$ cat src/rtl/sccb_cfg_sequencer_if.sv
// sccb_cfg_sequencer_if
// Groups every non-clock signal of the OV7670 register sequencer.
//   master modport : the sequencer (drives table index, engine controls,
//                    request ready and status)
//   slave modport  : the environment (register ROM, SCCB byte engine,
//                    runtime requester and status consumer)
// Signals:
//   tbl_idx/tbl_entry          table index out, {reg_addr,reg_data} back
//   eng_start/eng_stop         one-cycle pulses to the byte engine
//   eng_wr_data                byte handed to the engine
//   eng_ack                    [1] ninth-bit tick, [0] 1=ACK 0=NACK
//   eng_idle                   engine is in its idle state
//   req_valid/req_ready        runtime single-register write handshake
//   req_addr/req_data          runtime register address and data
//   cfg_done/busy/err/nack_cnt status
interface sccb_cfg_sequencer_if;
  logic [7:0]  tbl_idx;
  logic [15:0] tbl_entry;
  logic        eng_start;
  logic        eng_stop;
  logic [7:0]  eng_wr_data;
  logic [1:0]  eng_ack;
  logic        eng_idle;
  logic        req_valid;
  logic        req_ready;
  logic [7:0]  req_addr;
  logic [7:0]  req_data;
  logic        cfg_done;
  logic        busy;
  logic        err;
  logic [7:0]  nack_cnt;

  modport master (
    output tbl_idx, eng_start, eng_stop, eng_wr_data, req_ready,
           cfg_done, busy, err, nack_cnt,
    input  tbl_entry, eng_ack, eng_idle, req_valid, req_addr, req_data
  );

  modport slave (
    input  tbl_idx, eng_start, eng_stop, eng_wr_data, req_ready,
           cfg_done, busy, err, nack_cnt,
    output tbl_entry, eng_ack, eng_idle, req_valid, req_addr, req_data
  );
endinterface

$ cat src/rtl/sccb_cfg_sequencer.sv
// sccb_cfg_sequencer
// Walks a {reg_addr,reg_data} table after power-up and programs each entry
// into the OV7670 through the SCCB byte engine as a 3-byte write
// (slave ID, register address, register data). Inserts idle gaps between
// transactions, retries NACKed entries, and afterwards serves single
// register writes from a valid/ready request port.
// Ports:
//   clk    system clock
//   rst_n  asynchronous active-low reset (shared with the byte engine)
//   bus    sccb_cfg_sequencer_if.master (table, engine, request, status)
module sccb_cfg_sequencer #(
  parameter int unsigned NUM_REGS    = 4,
  parameter logic [7:0]  SLAVE_WR    = 8'h42,
  parameter logic [27:0] POWERUP_CYC = 28'd67108864,
  parameter logic [27:0] GAP_CYC     = 28'd65536,
  parameter logic [27:0] POST_CYC    = 28'd67108864,
  parameter int unsigned MAX_RETRY   = 3
) (
  input logic                  clk,
  input logic                  rst_n,
  sccb_cfg_sequencer_if.master bus
);

  localparam logic [7:0] LAST_IDX  = 8'(NUM_REGS - 1);
  localparam logic [7:0] END_IDX   = 8'(NUM_REGS);
  localparam logic [7:0] RETRY_LIM = 8'(MAX_RETRY);

  typedef enum logic [2:0] {
    S_POWERUP,
    S_START,
    S_ADDR,
    S_DATA,
    S_STOP,
    S_GAP,
    S_READY
  } state_e;

  state_e      state_q, state_d;
  logic [27:0] cnt_q, cnt_d;
  logic [7:0]  retry_q, retry_d;
  logic [7:0]  tbl_idx_q, tbl_idx_d;
  logic [7:0]  nack_cnt_q, nack_cnt_d;
  logic [7:0]  req_addr_q, req_addr_d;
  logic [7:0]  req_data_q, req_data_d;
  logic        cfg_done_q, cfg_done_d;
  logic        err_q, err_d;
  logic        runtime_q, runtime_d;
  logic        post_q, post_d;

  logic        eng_start, eng_stop, req_ready;
  logic [7:0]  eng_wr_data;
  logic [7:0]  cur_addr, cur_data;
  logic [27:0] gap_len;
  logic        ack_ok, ack_nack, last_entry, soft_reset, in_xfer;

  // Byte source: the latched request once in runtime mode, else the ROM.
  assign cur_addr   = runtime_q ? req_addr_q : bus.tbl_entry[15:8];
  assign cur_data   = runtime_q ? req_data_q : bus.tbl_entry[7:0];
  assign ack_ok     = (bus.eng_ack == 2'b11);
  assign ack_nack   = (bus.eng_ack == 2'b10);
  assign in_xfer    = (state_q == S_ADDR) || (state_q == S_DATA) || (state_q == S_STOP);
  assign last_entry = !runtime_q && (tbl_idx_q == LAST_IDX);
  // COM7 with bit 7 set resets the sensor; it needs the long settle time.
  assign soft_reset = !runtime_q && (cur_addr == 8'h12) && cur_data[7];
  assign gap_len    = post_q ? POST_CYC : GAP_CYC;

  always_comb begin
    state_d     = state_q;
    cnt_d       = cnt_q;
    retry_d     = retry_q;
    tbl_idx_d   = tbl_idx_q;
    nack_cnt_d  = nack_cnt_q;
    req_addr_d  = req_addr_q;
    req_data_d  = req_data_q;
    cfg_done_d  = cfg_done_q;
    err_d       = err_q;
    runtime_d   = runtime_q;
    post_d      = post_q;
    eng_start   = 1'b0;
    eng_stop    = 1'b0;
    eng_wr_data = 8'h00;
    req_ready   = 1'b0;

    unique case (state_q)
      S_POWERUP: begin
        if (cnt_q == POWERUP_CYC - 28'd1) state_d = S_START;
        else                              cnt_d   = cnt_q + 28'd1;
      end
      S_START: begin
        if (bus.eng_idle) begin
          eng_start   = 1'b1;
          eng_wr_data = SLAVE_WR;
          state_d     = S_ADDR;
        end
      end
      // The next byte is presented in the very cycle the previous one is
      // acknowledged, so these outputs depend on eng_ack combinationally.
      S_ADDR: begin
        if (ack_ok) begin
          eng_wr_data = cur_addr;
          state_d     = S_DATA;
        end
      end
      S_DATA: begin
        if (ack_ok) begin
          eng_wr_data = cur_data;
          state_d     = S_STOP;
        end
      end
      S_STOP: begin
        if (ack_ok) begin
          eng_stop = 1'b1;
          state_d  = S_GAP;
          retry_d  = 8'd0;
          post_d   = soft_reset || last_entry;
          if (!runtime_q) tbl_idx_d = tbl_idx_q + 8'd1;
        end
      end
      S_GAP: begin
        if (cnt_q == gap_len - 28'd1) begin
          if (runtime_q)                   state_d = S_READY;
          else if (tbl_idx_q != END_IDX)   state_d = S_START;
          else begin
            cfg_done_d = 1'b1;
            state_d    = S_READY;
          end
        end else begin
          cnt_d = cnt_q + 28'd1;
        end
      end
      S_READY: begin
        req_ready = bus.eng_idle;
        if (bus.req_valid && bus.eng_idle) begin
          req_addr_d = bus.req_addr;
          req_data_d = bus.req_data;
          runtime_d  = 1'b1;
          state_d    = S_START;
        end
      end
      default: state_d = S_POWERUP;
    endcase

    // A NACK on any byte aborts the transaction; either re-send the same
    // entry or, once retries are exhausted, flag and skip it.
    if (in_xfer && ack_nack) begin
      eng_stop = 1'b1;
      state_d  = S_GAP;
      if (nack_cnt_q != 8'hFF) nack_cnt_d = nack_cnt_q + 8'd1;
      if (retry_q < RETRY_LIM) begin
        retry_d = retry_q + 8'd1;
        post_d  = 1'b0;
      end else begin
        err_d   = 1'b1;
        retry_d = 8'd0;
        post_d  = last_entry;
        if (!runtime_q) tbl_idx_d = tbl_idx_q + 8'd1;
      end
    end

    // Every delay starts from zero in the state it times.
    if (state_d != state_q) cnt_d = 28'd0;
  end

  always_ff @(posedge clk or negedge rst_n) begin
    if (!rst_n) begin
      state_q    <= S_POWERUP;
      cnt_q      <= 28'd0;
      retry_q    <= 8'd0;
      tbl_idx_q  <= 8'd0;
      nack_cnt_q <= 8'd0;
      req_addr_q <= 8'd0;
      req_data_q <= 8'd0;
      cfg_done_q <= 1'b0;
      err_q      <= 1'b0;
      runtime_q  <= 1'b0;
      post_q     <= 1'b0;
    end else begin
      state_q    <= state_d;
      cnt_q      <= cnt_d;
      retry_q    <= retry_d;
      tbl_idx_q  <= tbl_idx_d;
      nack_cnt_q <= nack_cnt_d;
      req_addr_q <= req_addr_d;
      req_data_q <= req_data_d;
      cfg_done_q <= cfg_done_d;
      err_q      <= err_d;
      runtime_q  <= runtime_d;
      post_q     <= post_d;
    end
  end

  assign bus.tbl_idx     = tbl_idx_q;
  assign bus.eng_start   = eng_start;
  assign bus.eng_stop    = eng_stop;
  assign bus.eng_wr_data = eng_wr_data;
  assign bus.req_ready   = req_ready;
  assign bus.cfg_done    = cfg_done_q;
  assign bus.busy        = (state_q != S_READY);
  assign bus.err         = err_q;
  assign bus.nack_cnt    = nack_cnt_q;

endmodule

$ cat src/flat_wrapper.sv
// flat-port wrapper written by rule: the top's interface ports become plain ports
module sccb_cfg_sequencer_flat 
#(
  parameter int unsigned NUM_REGS    = 4,
  parameter logic [7:0]  SLAVE_WR    = 8'h42,
  parameter logic [27:0] POWERUP_CYC = 28'd67108864,
  parameter logic [27:0] GAP_CYC     = 28'd65536,
  parameter logic [27:0] POST_CYC    = 28'd67108864,
  parameter int unsigned MAX_RETRY   = 3
)
  (clk, rst_n, bus_tbl_idx, bus_eng_start, bus_eng_stop, bus_eng_wr_data, bus_req_ready, bus_cfg_done, bus_busy, bus_err, bus_nack_cnt, bus_tbl_entry, bus_eng_ack, bus_eng_idle, bus_req_valid, bus_req_addr, bus_req_data);
  sccb_cfg_sequencer_if bus_i ();
  input logic clk;
  input logic rst_n;
  output wire logic [$bits(bus_i.tbl_idx)-1:0] bus_tbl_idx;
  output wire logic [$bits(bus_i.eng_start)-1:0] bus_eng_start;
  output wire logic [$bits(bus_i.eng_stop)-1:0] bus_eng_stop;
  output wire logic [$bits(bus_i.eng_wr_data)-1:0] bus_eng_wr_data;
  output wire logic [$bits(bus_i.req_ready)-1:0] bus_req_ready;
  output wire logic [$bits(bus_i.cfg_done)-1:0] bus_cfg_done;
  output wire logic [$bits(bus_i.busy)-1:0] bus_busy;
  output wire logic [$bits(bus_i.err)-1:0] bus_err;
  output wire logic [$bits(bus_i.nack_cnt)-1:0] bus_nack_cnt;
  input wire logic [$bits(bus_i.tbl_entry)-1:0] bus_tbl_entry;
  input wire logic [$bits(bus_i.eng_ack)-1:0] bus_eng_ack;
  input wire logic [$bits(bus_i.eng_idle)-1:0] bus_eng_idle;
  input wire logic [$bits(bus_i.req_valid)-1:0] bus_req_valid;
  input wire logic [$bits(bus_i.req_addr)-1:0] bus_req_addr;
  input wire logic [$bits(bus_i.req_data)-1:0] bus_req_data;
  assign bus_tbl_idx = bus_i.tbl_idx;
  assign bus_eng_start = bus_i.eng_start;
  assign bus_eng_stop = bus_i.eng_stop;
  assign bus_eng_wr_data = bus_i.eng_wr_data;
  assign bus_req_ready = bus_i.req_ready;
  assign bus_cfg_done = bus_i.cfg_done;
  assign bus_busy = bus_i.busy;
  assign bus_err = bus_i.err;
  assign bus_nack_cnt = bus_i.nack_cnt;
  assign bus_i.tbl_entry = bus_tbl_entry;
  assign bus_i.eng_ack = bus_eng_ack;
  assign bus_i.eng_idle = bus_eng_idle;
  assign bus_i.req_valid = bus_req_valid;
  assign bus_i.req_addr = bus_req_addr;
  assign bus_i.req_data = bus_req_data;
  sccb_cfg_sequencer #(.NUM_REGS(NUM_REGS), .SLAVE_WR(SLAVE_WR), .POWERUP_CYC(POWERUP_CYC), .GAP_CYC(GAP_CYC), .POST_CYC(POST_CYC), .MAX_RETRY(MAX_RETRY)) u_core (.clk(clk), .rst_n(rst_n), .bus(bus_i));
endmodule
$ cat config.mk
export PLATFORM = sky130hd
export DESIGN_NAME = sccb_cfg_sequencer_flat
export DESIGN_NICKNAME = d
export VERILOG_FILES = /design/src/rtl/sccb_cfg_sequencer_if.sv /design/src/rtl/sccb_cfg_sequencer.sv /design/src/flat_wrapper.sv
export SDC_FILE = /design/constraint.sdc
export NUM_CORES = 1
export LEC_CHECK = 0
export CAP_MARGIN = 5
export CORE_MARGIN = 2
export CORE_UTILIZATION = 30
export DETAILED_ROUTE_END_ITERATION = 10
export GPL_TIMING_DRIVEN = 0
export PLACE_DENSITY = 0.46
export SYNTH_ARGS = -nofsm -noshare
export SYNTH_HDL_FRONTEND = slang
export SYNTH_SLANG_ARGS = --single-unit
$ cat constraint.sdc
create_clock -name clk -period 6.2 [get_ports clk]
set_input_delay 1.55 -clock clk [delete_from_list [all_inputs] [get_ports clk]]
set_output_delay 1.55 -clock clk [all_outputs]
set_load 0.01 [all_outputs]
==> key figures, run 1 <==
STA
  – Final Hold Viols: 0
  – Final Max Tran Viols: 0
  – RSZ-0062 raised after global routing: false
  – Hold slack: 0.4722 ns
  – Final min period: 4.946 ns
  – Crit share post-route: 79.77%
  – Max Clock Freq: 0.2022 GHz
  – Final Setup Violations: 0
  – Worst Tran Pin Value: 0.7634 ns
  – Sum Neg Setup Slack: 0 ns
  – Normalized max-slew margin: 49.11%
  – Layout Skew: 0.007162 ns

GRT
  – First-pass GRT wire length: 16850 um
  – Total grt overflow: 0
  – Initial antenna violation count: 0
  – Vias in the first global route: 3225
  – Largest net degree at the start of global routing: 53
  – GR Util All Layers: 15.18%

Worst setup path
  – Crit Path Max Fanout: 8
  – Worst Reg-to-Reg Cells: 8
  – Worst Path Required: 4.65 ns
  – CP cell instances: clkdlybuf4s50_1 -> nand3_1 -> o21ai_0 -> clkdlybuf4s50_1
  – Worst Setup SP: bus_eng_ack[0]
  – Crit Path Category: in2out
  – Worst Setup Start Kind: input port
  – Slowest Stage Delay on Critical Path: 0.62 ns
  – Slowest stage cell, crit path: clkdlybuf4s50_1
  – Flop-to-flop setup slack: 3.70 ns
  – Crit Reg-Reg Endpoint: u_core.cnt_q[24]
  – Reg2reg start: u_core.cnt_q[0]
  – Crit-path most repeated cell: clkdlybuf4s50_1
  – Arr. time, crit path: 3.40 ns
  – Crit end category: output pin

Clock tree
  – Root Buffer: clkbuf_16
  – Clk pin slew, worst setup/hold paths: 0.06 ns
  – Clock buffer depth: 2
  – Clk_lat worst skew: 0.34 ns
  – Post-CTS setup buffers: 0
  – CTS tree: done
  – Post-CTS sizing: 0
  – CTS HTree Levels: 3
  – CTS Buf Count: 9
  – Hold-fix buffer count after cts: 0
  – Clock sink count: 75

Power and ir drop
  – P_sw: 658.6 uW
  – Sw frac: 34.09%
  – Clock Power Share: 28.5%
  – Sequential Power Share: 35.2%
  – Leakage power figure: 2.170 nW
  – Internal: 1.273 mW
  – Combinational power share: 36.3%
  – Worst VDD drop: 0.1604 mV
  – P per Cell Area: 368.5 nW/um^2

Die
  – Chip width: 119.8 um
  – IO Pins: 68
  – Total core area: 13190 sq um
  – Starting Density: 30.50%
  – Die height: 119.8 um
  – DIE AREA: 14350 sq um
  – Row Count: 42

Yosys
  – Asr flop ratio synth: 100.0%
  – Mux cell area share after synthesis: 9.518%
  – Synth Area in Compound Gates: 7.030%
  – Seq/Total Area, Yosys: 46.66%
  – Syn Nets: 425
  – Post-synth EDFFs: 0
  – Largest family of logic cells by synthesized area: simple AND/OR/NAND/NOR gates
  – Synth Area in XOR/XNOR: 8.927%
  – Post-Synth Adder-Cell Area: 1.555%
  – Syn Area/Cell: 10.53 sq um
  – Post-Synth Simple-Gate Area: 22.99%
  – Mapped Area: 4023 sq um
  – Syn. warnings: 0
  – Gate Count Post-Synth: 382
  – Synthesized flop and latch total: 75
  – Top_reg_cell synth: dfrtp_1
  – Synth unique cells: 57

Detailed routing
  – DR pass1 iterations: 4
  – Vias post-DR: 3141
  – Routed WL: 9961 um
  – Drt via density: 4.900
  – Post-DRT Antenna Nets: 0
  – Drt first-iter violations: 222
  – DRC: 0
  – Drt wl/cell: 15.54 um

Finish
  – Most frequent cells in the layout: dfrtp_1 (75), clkdlybuf4s50_1 (65), nor2_1 (46), nand2_1 (30), xnor2_1 (22)
  – Share of layout cells above drive strength 1: 14.19%
  – Most common cell after layout, fill and taps aside: dfrtp_1
  – Antenna Cells: 0
  – Area growth from synthesis to layout: 30.33%
  – Fillers: 1273
  – Final Net Count: 503

Placed design
  – Detail Placement HPWL: 7219 um
  – Buffers on Ports: 66
  – RePlAce Congestion: 0.7487

Outcome
  – Status: finished clean

Min path
  – Hold depth: 1
  – Hold Startpoint: u_core.bus.err
  – HP Class: reg2reg
  – Hold Path End: u_core.bus.err

Flow run
  – MaxCap Viol Count: 0
-- logic make-up after synthesis --
logic type               after synthesis
AND/OR/NAND/NOR                      173
multiplexers                          26
XOR/XNOR                              41
adder cells (fa/ha/maj)                5
AO/OA/AOI/OAI                         33
buffers and inverters                 29
flip-flops                            75
-- how the worst max path moves through the flow --
stage | cells after the start | slack (ns) | end
after CTS | 4 | 1.23 | bus_eng_wr_data[6]
final | 4 | 1.25 | bus_eng_wr_data[6]
after global routing | 4 | 1.17 | bus_eng_wr_data[6]
after detailed placement | 4 | 1.25 | bus_eng_wr_data[1]
after global placement | 1 | 0.69 | u_core.bus.nack_cnt[1]
after floorplan | 3 | 2.42 | bus_eng_wr_data[1]
-- Yosys cell counts (3+ instances only) --
cell type / number / area share (%)
dfrtp_1: 75 / 47
nor2_1: 46 / 4.3
nand2_1: 30 / 2.8
xnor2_1: 22 / 4.8
xor2_1: 19 / 4.1
mux2_2: 18 / 5.0
nand4_1: 17 / 2.6
nand3_1: 15 / 1.9
inv_1: 14 / 1.3
nor3_1: 12 / 1.5
nor4_1: 11 / 1.7
nor2b_1: 10 / 1.6
and2_1: 8 / 1.2
clkbuf_1: 8 / 0.75
mux4_2: 8 / 4.5
ha_1: 5 / 1.6
nand2b_1: 5 / 0.78
o21ai_0: 4 / 0.50
a21oi_1: 3 / 0.37
and3_1: 3 / 0.47
buf_6: 3 / 0.84
nand3_2: 3 / 0.75
o22ai_1: 3 / 0.47
-- flip-flops by register name (all words and copies together) (netlist names) --
register             cells
u_core.bus.err           1
u_core.req_addr_q        8
u_core.bus.cfg_done      1
u_core.retry_q           8
u_core.post_q            1
u_core.bus.nack_cnt      8
u_core.runtime_q         1
u_core.req_data_q        8
u_core.cnt_q            28
u_core.state_q           3
u_core.bus.tbl_idx       8
-- metal layers --
layer | vias to the layer above | GRT usage [%] | wire length (um)
li1 | 1507 | - | -
met1 | 1578 | 20.07 | 4699
met2 | 45 | 24.00 | 4756
met3 | 11 | 4.563 | 382
met4 | 0 | 4.632 | 123
met5 | - | 0 | 0
-- area by class of cell --
| cell class | count | area (sq um) | area share (%) |
|---|---|---|---|
| Tap cell | 176 | 220.2 | 4.200 |
| Clock buffer | 12 | 266.5 | 5.084 |
| Timing Repair Buffer | 67 | 685.7 | 13.08 |
| Sequential cell | 75 | 1877 | 35.80 |
| Buffer | 14 | 77.57 | 1.480 |
| Inverter | 15 | 56.30 | 1.074 |
| Multi-Input combinational cell | 278 | 2012 | 38.38 |
| Clock inverter | 4 | 47.55 | 0.9069 |
-- critical path, delay by kind of cell --
family,cells,cell delay [ns]
buffers and inverters,2,1.20
and+or+nand+nor,1,0.35
AOI/OAI and AO/OA,1,0.29
-- per-stage QoR --
stage	setup slack, ns	power (mW)	area, sq um	cells	utilization, %
floorplan	2.423	1.137	4023	382	-
global placement	0.6854	1.390	4903	624	37.18
detailed placement	1.251	1.399	4928	625	37.36
CTS	1.232	1.966	5243	641	39.75
global route	1.170	2.063	5243	641	39.75
finish	1.254	1.932	5243	641	39.75
-- power groups by stage --
stage / clock network, mW / registers [mW] / logic [mW]
final: 0.551 / 0.680 / 0.701
after global routing: 0.593 / 0.697 / 0.774
after floorplan: 0 / 0.674 / 0.462
after global placement: 0 / 0.687 / 0.703
after CTS: 0.571 / 0.682 / 0.713
after detailed placement: 0 / 0.688 / 0.712
Note: power is estimated with default switching activity, not from simulation.
==> run 2, diff against run 1 <==
Settings changed: PLACE_DENSITY 0.46 to 0.48.
Clock period 6.2 ns to 4.17 ns, I/O delays scaled along.
==> key figures, run 2 (same netlist as run 1, synthesis figures left out) <==
Worst setup path
  – Path length in cells of the critical path: 4 (unchanged)
  – Worst Reg-to-Reg Cells: 8 (unchanged)
  – Slowest Stage Delay on Critical Path: 0.62 ns (about the same)
  – Slowest stage cell, crit path: clkdlybuf4s50_1 (unchanged)
  – Arr. time, crit path: 2.86 ns (was 3.40 ns)
  – Crit-path most repeated cell: clkdlybuf4s50_1 (unchanged)
  – Reg2reg start: u_core.cnt_q[0] (unchanged)
  – Crit Reg-Reg Endpoint: u_core.cnt_q[24] (unchanged)
  – Crit end category: output pin (unchanged)
  – CP cell instances: clkdlybuf4s50_1 -> nand3_1 -> o21ai_0 -> clkdlybuf4s50_1 (unchanged)
  – Crit Path Max Fanout: 8 (unchanged)
  – Buf+Inv Stages, Crit Path: 2 (unchanged)
  – Worst Path Required: 3.13 ns (was 4.65 ns)
  – Flop-to-flop setup slack: 1.65 ns (was 3.70 ns)
  – Worst Setup Start Kind: input port (unchanged)
  – Delay-heaviest family, CP: buffers and inverters (unchanged)
  – Crit Path Category: in2out (unchanged)

Clock tree
  – CTS Buf Count: 9 (unchanged)
  – Root Buffer: clkbuf_16 (unchanged)
  – CTS HTree Levels: 3 (unchanged)
  – Clk pin slew, worst setup/hold paths: 0.06 ns (about the same)
  – Hold-fix buffer count after cts: 0 (unchanged)
  – Post-CTS setup buffers: 0 (unchanged)
  – Clk_lat worst skew: 0.33 ns (was 0.34 ns)
  – CTS tree: done (unchanged)
  – Clock sink count: 75 (unchanged)
  – Clock buffer depth: 2 (unchanged)

Finish
  – Most frequent cells in the layout: dfrtp_1 (75), clkdlybuf4s50_1 (65), nor2_1 (46), nand2_1 (30), xnor2_1 (22) (unchanged)
  – Multi-input logic area: 2012 sq um (unchanged)
  – Core Util, Final: 39.77% (was 39.75%)
  – Area growth from synthesis to layout: 30.42% (was 30.33%)
  – Non-filler instance count after layout: 639 (was 641)
  – Max reg flops: 28 (unchanged)
  – Final Net Count: 503 (unchanged)
  – Most common cell after layout, fill and taps aside: dfrtp_1 (unchanged)
  – Fillers: 1300 (was 1273)
  – Biggest register: u_core.cnt_q (unchanged)
  – Share of layout cells above drive strength 1: 13.82% (was 14.19%)
  – Antenna Cells: 0 (unchanged)
  – FF/Latch Area: 1877 sq um (unchanged)

STA
  – Final Max Tran Viols: 0 (unchanged)
  – Normalized max-slew margin: 48.92% (was 49.11%)
  – Hold slack: 0.4761 ns (was 0.4722 ns)
  – Max Clock Freq: 0.2559 GHz
  – Final Hold Viols: 0 (unchanged)
  – RSZ-0062 raised after global routing: false (unchanged)
  – Layout Skew: 0.008302 ns (was 0.007162 ns)
  – Final Setup Violations: 0 (unchanged)
  – Crit share post-route: 93.70%
  – Worst Tran Pin Value: 0.7661 ns (was 0.7634 ns)
  – Final min period: 3.907 ns

Die
  – Chip width: 119.8 um (unchanged)
  – Row Count: 42 (unchanged)
  – IO Pins: 68 (unchanged)
  – Total core area: 13190 sq um (unchanged)
  – Starting Density: 30.50% (unchanged)
  – Die height: 119.8 um (unchanged)
  – DIE AREA: 14350 sq um (unchanged)

Power and ir drop
  – P per Cell Area: 550.5 nW/um^2 (was 368.5 nW/um^2)
  – Leakage power figure: 2.174 nW (was 2.170 nW)
  – Worst VDD drop: 0.2144 mV (was 0.1604 mV)
  – Tot Pwr: 2.888 mW (was 1.932 mW)

Min path
  – Hold Path End: u_core.bus.cfg_done (was u_core.bus.err)
  – Hold depth: 1 (unchanged)
  – HP Class: reg2reg (unchanged)
  – Hold Startpoint: u_core.bus.cfg_done (was u_core.bus.err)

Placed design
  – RePlAce Congestion: 0.7765 (was 0.7487)
  – Placed cells: 625 (unchanged)
  – Buffers on Ports: 66 (unchanged)
  – Detail Placement HPWL: 7139 um (was 7219 um)

Flow run
  – MaxCap Viol Count: 0 (unchanged)

Detailed routing
  – DRC: 0 (unchanged)
  – Routed WL: 9787 um (was 9961 um)
  – Post-DRT Antenna Nets: 0 (unchanged)
  – Drt wl/cell: 15.32 um (was 15.54 um)
  – Drt via density: 4.834 (was 4.900)
  – Vias post-DR: 3089 (was 3141)
  – DR pass1 iterations: 4 (unchanged)
  – Drt first-iter violations: 147 (was 222)

Outcome
  – Status: finished clean (unchanged)

GRT
  – Initial antenna violation count: 0 (unchanged)
  – Total grt overflow: 0 (unchanged)
  – First-pass GRT wire length: 16660 um (was 16850 um)
  – Vias in the first global route: 3156 (was 3225)
  – GR Util All Layers: 14.77% (was 15.18%)
  – Largest net degree at the start of global routing: 47 (was 53)
## run 2: cell types whose count changed in the layout (fill, tap and decap cells not counted)
cell        before  now
clkbuf_8         3    2
bufinv_16        1    2
clkbuf_1         8    9
clkinvlp_4       1    0
buf_1            1    0
clkbuf_2         0    1
clkinv_2         2    0
## run 2: metrics by stage
step                setup WS (ns)  instance area (sq um)  TNS [ns]
CTS                        0.1006                   5245         0
floorplan                   1.408                   4023         0
global route               0.1400                   5246         0
global placement          -0.8466                   4903    -63.09
detailed placement         0.2775                   4928         0
finish                     0.2626                   5246         0
## run 2: timing repair
action,4_1_cts,5_1_grt
endpoints found under the hold margin,0,0
gates resized for setup,0,1
setup endpoints to repair,0,5
## run 2: worst reg2reg max path: stages, from the launching register on
cell,delay [ns]
dfrtp_1,0.42
ha_1,0.20
nand3_2,0.21
nor3_1,0.46
o211ai_4,0.21
o2111a_1,0.32
a21oi_4,0.32
buf_6,0.20
nor2_1,0.06
## run 2: area by class of cell
type                       instances  area share, %
buffer                            14          1.503
clock buffer                      12          4.889
clock inverter                     2          1.145
inverter                          15          1.073
multi-input combinational        278          38.35
sequential                        75          35.77
tap                              176          4.197
timing repair buffer              67          13.07
## run 2: layer usage
layer	share of wire, %	up-vias	track usage [%]
met5	0	-	0
met4	1.4	0	4.338
met3	6.4	10	5.513
met2	47	71	22.93
met1	46	1503	19.28
li1	-	1505	-
## run 2: worst max path at each step
stage                                 to         startpoint
floorplan             bus_eng_wr_data[1]     bus_eng_ack[1]
global placement    u_core.req_data_q[6]              rst_n
detailed placement    bus_eng_wr_data[1]     bus_eng_ack[0]
CTS                   bus_eng_wr_data[5]  u_core.state_q[0]
global route          bus_eng_wr_data[6]     bus_eng_ack[0]
finish                bus_eng_wr_data[1]     bus_eng_ack[0]
## run 2: power by group
group | leakage (nW) | internal (mW) | switching, mW | total [mW]
clock | 0.155 | 0.550 | 0.293 | 0.844
sequential | 0.997 | 0.875 | 0.134 | 1.01
combinational | 1.02 | 0.509 | 0.526 | 1.03
total | 2.17 | 1.93 | 0.954 | 2.89
==> run 3, diff against run 2 <==
Settings changed: CORE_MARGIN 2 to 5, CTS_CLUSTER_DIAMETER set to 60.
==> key figures, run 3 (same netlist as run 1, synthesis figures left out) <==
Outcome
  – Status: finished clean (unchanged)

Finish
  – Max reg flops: 28 (unchanged)
  – Final Cell Area: 5258 sq um (was 5246 sq um)
  – Non-filler instance count after layout: 641 (was 639)
  – Final Net Count: 503 (unchanged)
  – Fillers: 1301 (was 1300)
  – Antenna Cells: 0 (unchanged)
  – Core Util, Final: 39.86% (was 39.77%)
  – Most common cell after layout, fill and taps aside: dfrtp_1 (unchanged)
  – Share of layout cells above drive strength 1: 14.41% (was 13.82%)
  – Area growth from synthesis to layout: 30.70% (was 30.42%)
  – Biggest register: u_core.cnt_q (unchanged)
  – Most frequent cells in the layout: dfrtp_1 (75), clkdlybuf4s50_1 (65), nor2_1 (46), nand2_1 (30), xnor2_1 (22) (unchanged)

Min path
  – Hold Startpoint: u_core.bus.cfg_done (unchanged)
  – HP Class: reg2reg (unchanged)

Clock tree
  – Clk pin slew, worst setup/hold paths: 0.06 ns (about the same)
  – Clock sink count: 75 (unchanged)
  – CTS HTree Levels: 3 (unchanged)
  – CTS tree: done (unchanged)
  – Root Buffer: clkbuf_16 (unchanged)
  – Clk_lat worst skew: 0.34 ns (was 0.33 ns)
  – Clock buffer depth: 2 (unchanged)
  – CTS Buf Count: 9 (unchanged)
  – Post-CTS setup buffers: 0 (unchanged)

STA
  – Worst Tran Pin Value: 0.7348 ns (was 0.7661 ns)
  – Crit share post-route: 94.02% (was 93.70%)
  – RSZ-0062 raised after global routing: false (unchanged)
  – Max Clock Freq: 0.2550 GHz (was 0.2559 GHz)
  – Final min period: 3.921 ns (was 3.907 ns)
  – Final setup margin: 0.2492 ns (was 0.2626 ns)
  – Normalized max-slew margin: 51.02% (was 48.92%)
  – Sum Neg Setup Slack: 0 ns (unchanged)
  – Final Hold Viols: 0 (unchanged)
  – Final Setup Violations: 0 (unchanged)
  – Layout Skew: 0.008641 ns (was 0.008302 ns)
  – Final Max Tran Viols: 0 (unchanged)

Worst setup path
  – Worst Setup Start Kind: input port (unchanged)
  – Crit end category: output pin (unchanged)
  – Arr. time, crit path: 2.88 ns (was 2.86 ns)
  – Reg2reg start: u_core.cnt_q[0] (unchanged)
  – Crit Path Category: in2out (unchanged)
  – Worst Setup SP: bus_eng_ack[0] (unchanged)
  – Worst Path Required: 3.13 ns (about the same)
  – Crit Path Max Fanout: 8 (unchanged)

Placed design
  – Detail Placement HPWL: 7241 um (was 7139 um)
  – RePlAce Congestion: 0.8022 (was 0.7765)
  – Placed Area: 4928 sq um (unchanged)
  – DP Worst Slack: 0.2741 ns (was 0.2775 ns)
  – Placed cells: 625 (unchanged)
  – Buffers on Ports: 66 (unchanged)

GRT
  – Largest net degree at the start of global routing: 46 (was 47)
  – First-pass GRT wire length: 16670 um (was 16660 um)
  – GR Util All Layers: 13.10% (was 14.77%)
  – Total grt overflow: 0 (unchanged)
  – Vias in the first global route: 3238 (was 3156)
  – Initial antenna violation count: 0 (unchanged)

Power and ir drop
  – Worst VDD drop: 0.2622 mV (was 0.2144 mV)
  – Combinational power share: 35.8% (about the same)
  – Leakage power figure: 2.184 nW (was 2.174 nW)
  – P per Cell Area: 550.9 nW/um^2 (was 550.5 nW/um^2)
  – Sw frac: 33.13% (was 33.03%)
  – P_sw: 959.5 uW (was 953.9 uW)
  – Internal: 1.937 mW (was 1.934 mW)
  – Clock Power Share: 29.3% (was 29.2%)
  – Sequential Power Share: 34.8% (was 35.0%)

Detailed routing
  – DRC: 0 (unchanged)
  – Vias post-DR: 3063 (was 3089)
  – Routed WL: 9933 um (was 9787 um)
  – Drt wl/cell: 15.50 um (was 15.32 um)
  – Drt via density: 4.778 (was 4.834)
  – DR pass1 iterations: 4 (unchanged)
  – Drt first-iter violations: 136 (was 147)
  – Post-DRT Antenna Nets: 0 (unchanged)

Flow run
  – MaxCap Viol Count: 0 (unchanged)

Die
  – IO Pins: 68 (unchanged)
  – Total core area: 13190 sq um (unchanged)
  – Starting Density: 30.50% (unchanged)
  – Chip width: 125.8 um (was 119.8 um)
  – DIE AREA: 15820 sq um (was 14350 sq um)
  – Row Count: 42 (unchanged)
  – Die height: 125.8 um (was 119.8 um)
-- run 3: cell types whose count changed in the layout (fill, tap and decap cells not counted), sizes merged --
| cell | change |
|---|---|
| clkinv | +3 |
| clkbuf | -1 |
-- run 3: stage by stage --
step	hold WS [ns]	power, mW
after floorplan	0.4539	1.690
after global routing	0.5044	3.097
final	0.4813	2.896
after detailed placement	0.4728	2.081
after global placement	0.4614	2.067
after CTS	0.4904	2.955
-- run 3: final timing paths --
check	to	slack [ns]	depth (start not counted)
setup / recovery	bus_eng_wr_data[1]	0.25	4
hold / removal	u_core.bus.cfg_done	0.48	1
setup reg to reg	u_core.cnt_q[19]	1.67	8
hold reg to reg	u_core.bus.cfg_done	0.48	1
max in group asynchronous	u_core.req_data_q[3]	2.95	2
min in group asynchronous	u_core.cnt_q[21]	0.65	1
-- run 3: area by class of cell --
type / count / area [sq um] / area share [%]
Tap cell: 176 / 220.2 / 4.188
Buffer: 14 / 78.83 / 1.499
Sequential cell: 75 / 1877 / 35.70
Clock buffer: 11 / 252.7 / 4.807
Multi-Input combinational cell: 278 / 2012 / 38.27
Clock inverter: 5 / 75.07 / 1.428
Inverter: 15 / 56.30 / 1.071
Timing Repair Buffer: 67 / 685.7 / 13.04
-- run 3: repair_timing --
action,in CTS,in global routing
resized for setup,0,1
endpoints found under the setup margin,0,6
endpoints found under the hold margin,0,0
hold buffers,0,0
-- run 3: routing by layer --
layer | track usage, % | up-vias | part of all wire [%]
li1 | - | 1512 | -
met2 | 20.86 | 64 | 47
met5 | 0 | - | 0
met1 | 16.06 | 1476 | 45
met3 | 5.927 | 11 | 7.1
met4 | 3.912 | 0 | 1.3
-- run 3: critical path, cell delays in order --
cell and delay [ns]:
clkdlybuf4s50_1 0.61, nand3_1 0.34, o21ai_0 0.28, clkdlybuf4s50_1 0.60
-- run 3: power groups by stage --
stage               clock, mW  sequential, mW  combinational (mW)
floorplan                   0            1.00               0.687
global placement            0            1.02                1.04
detailed placement          0            1.03                1.05
CTS                     0.881            1.02                1.06
global route            0.908            1.04                1.15
finish                  0.850            1.01                1.04
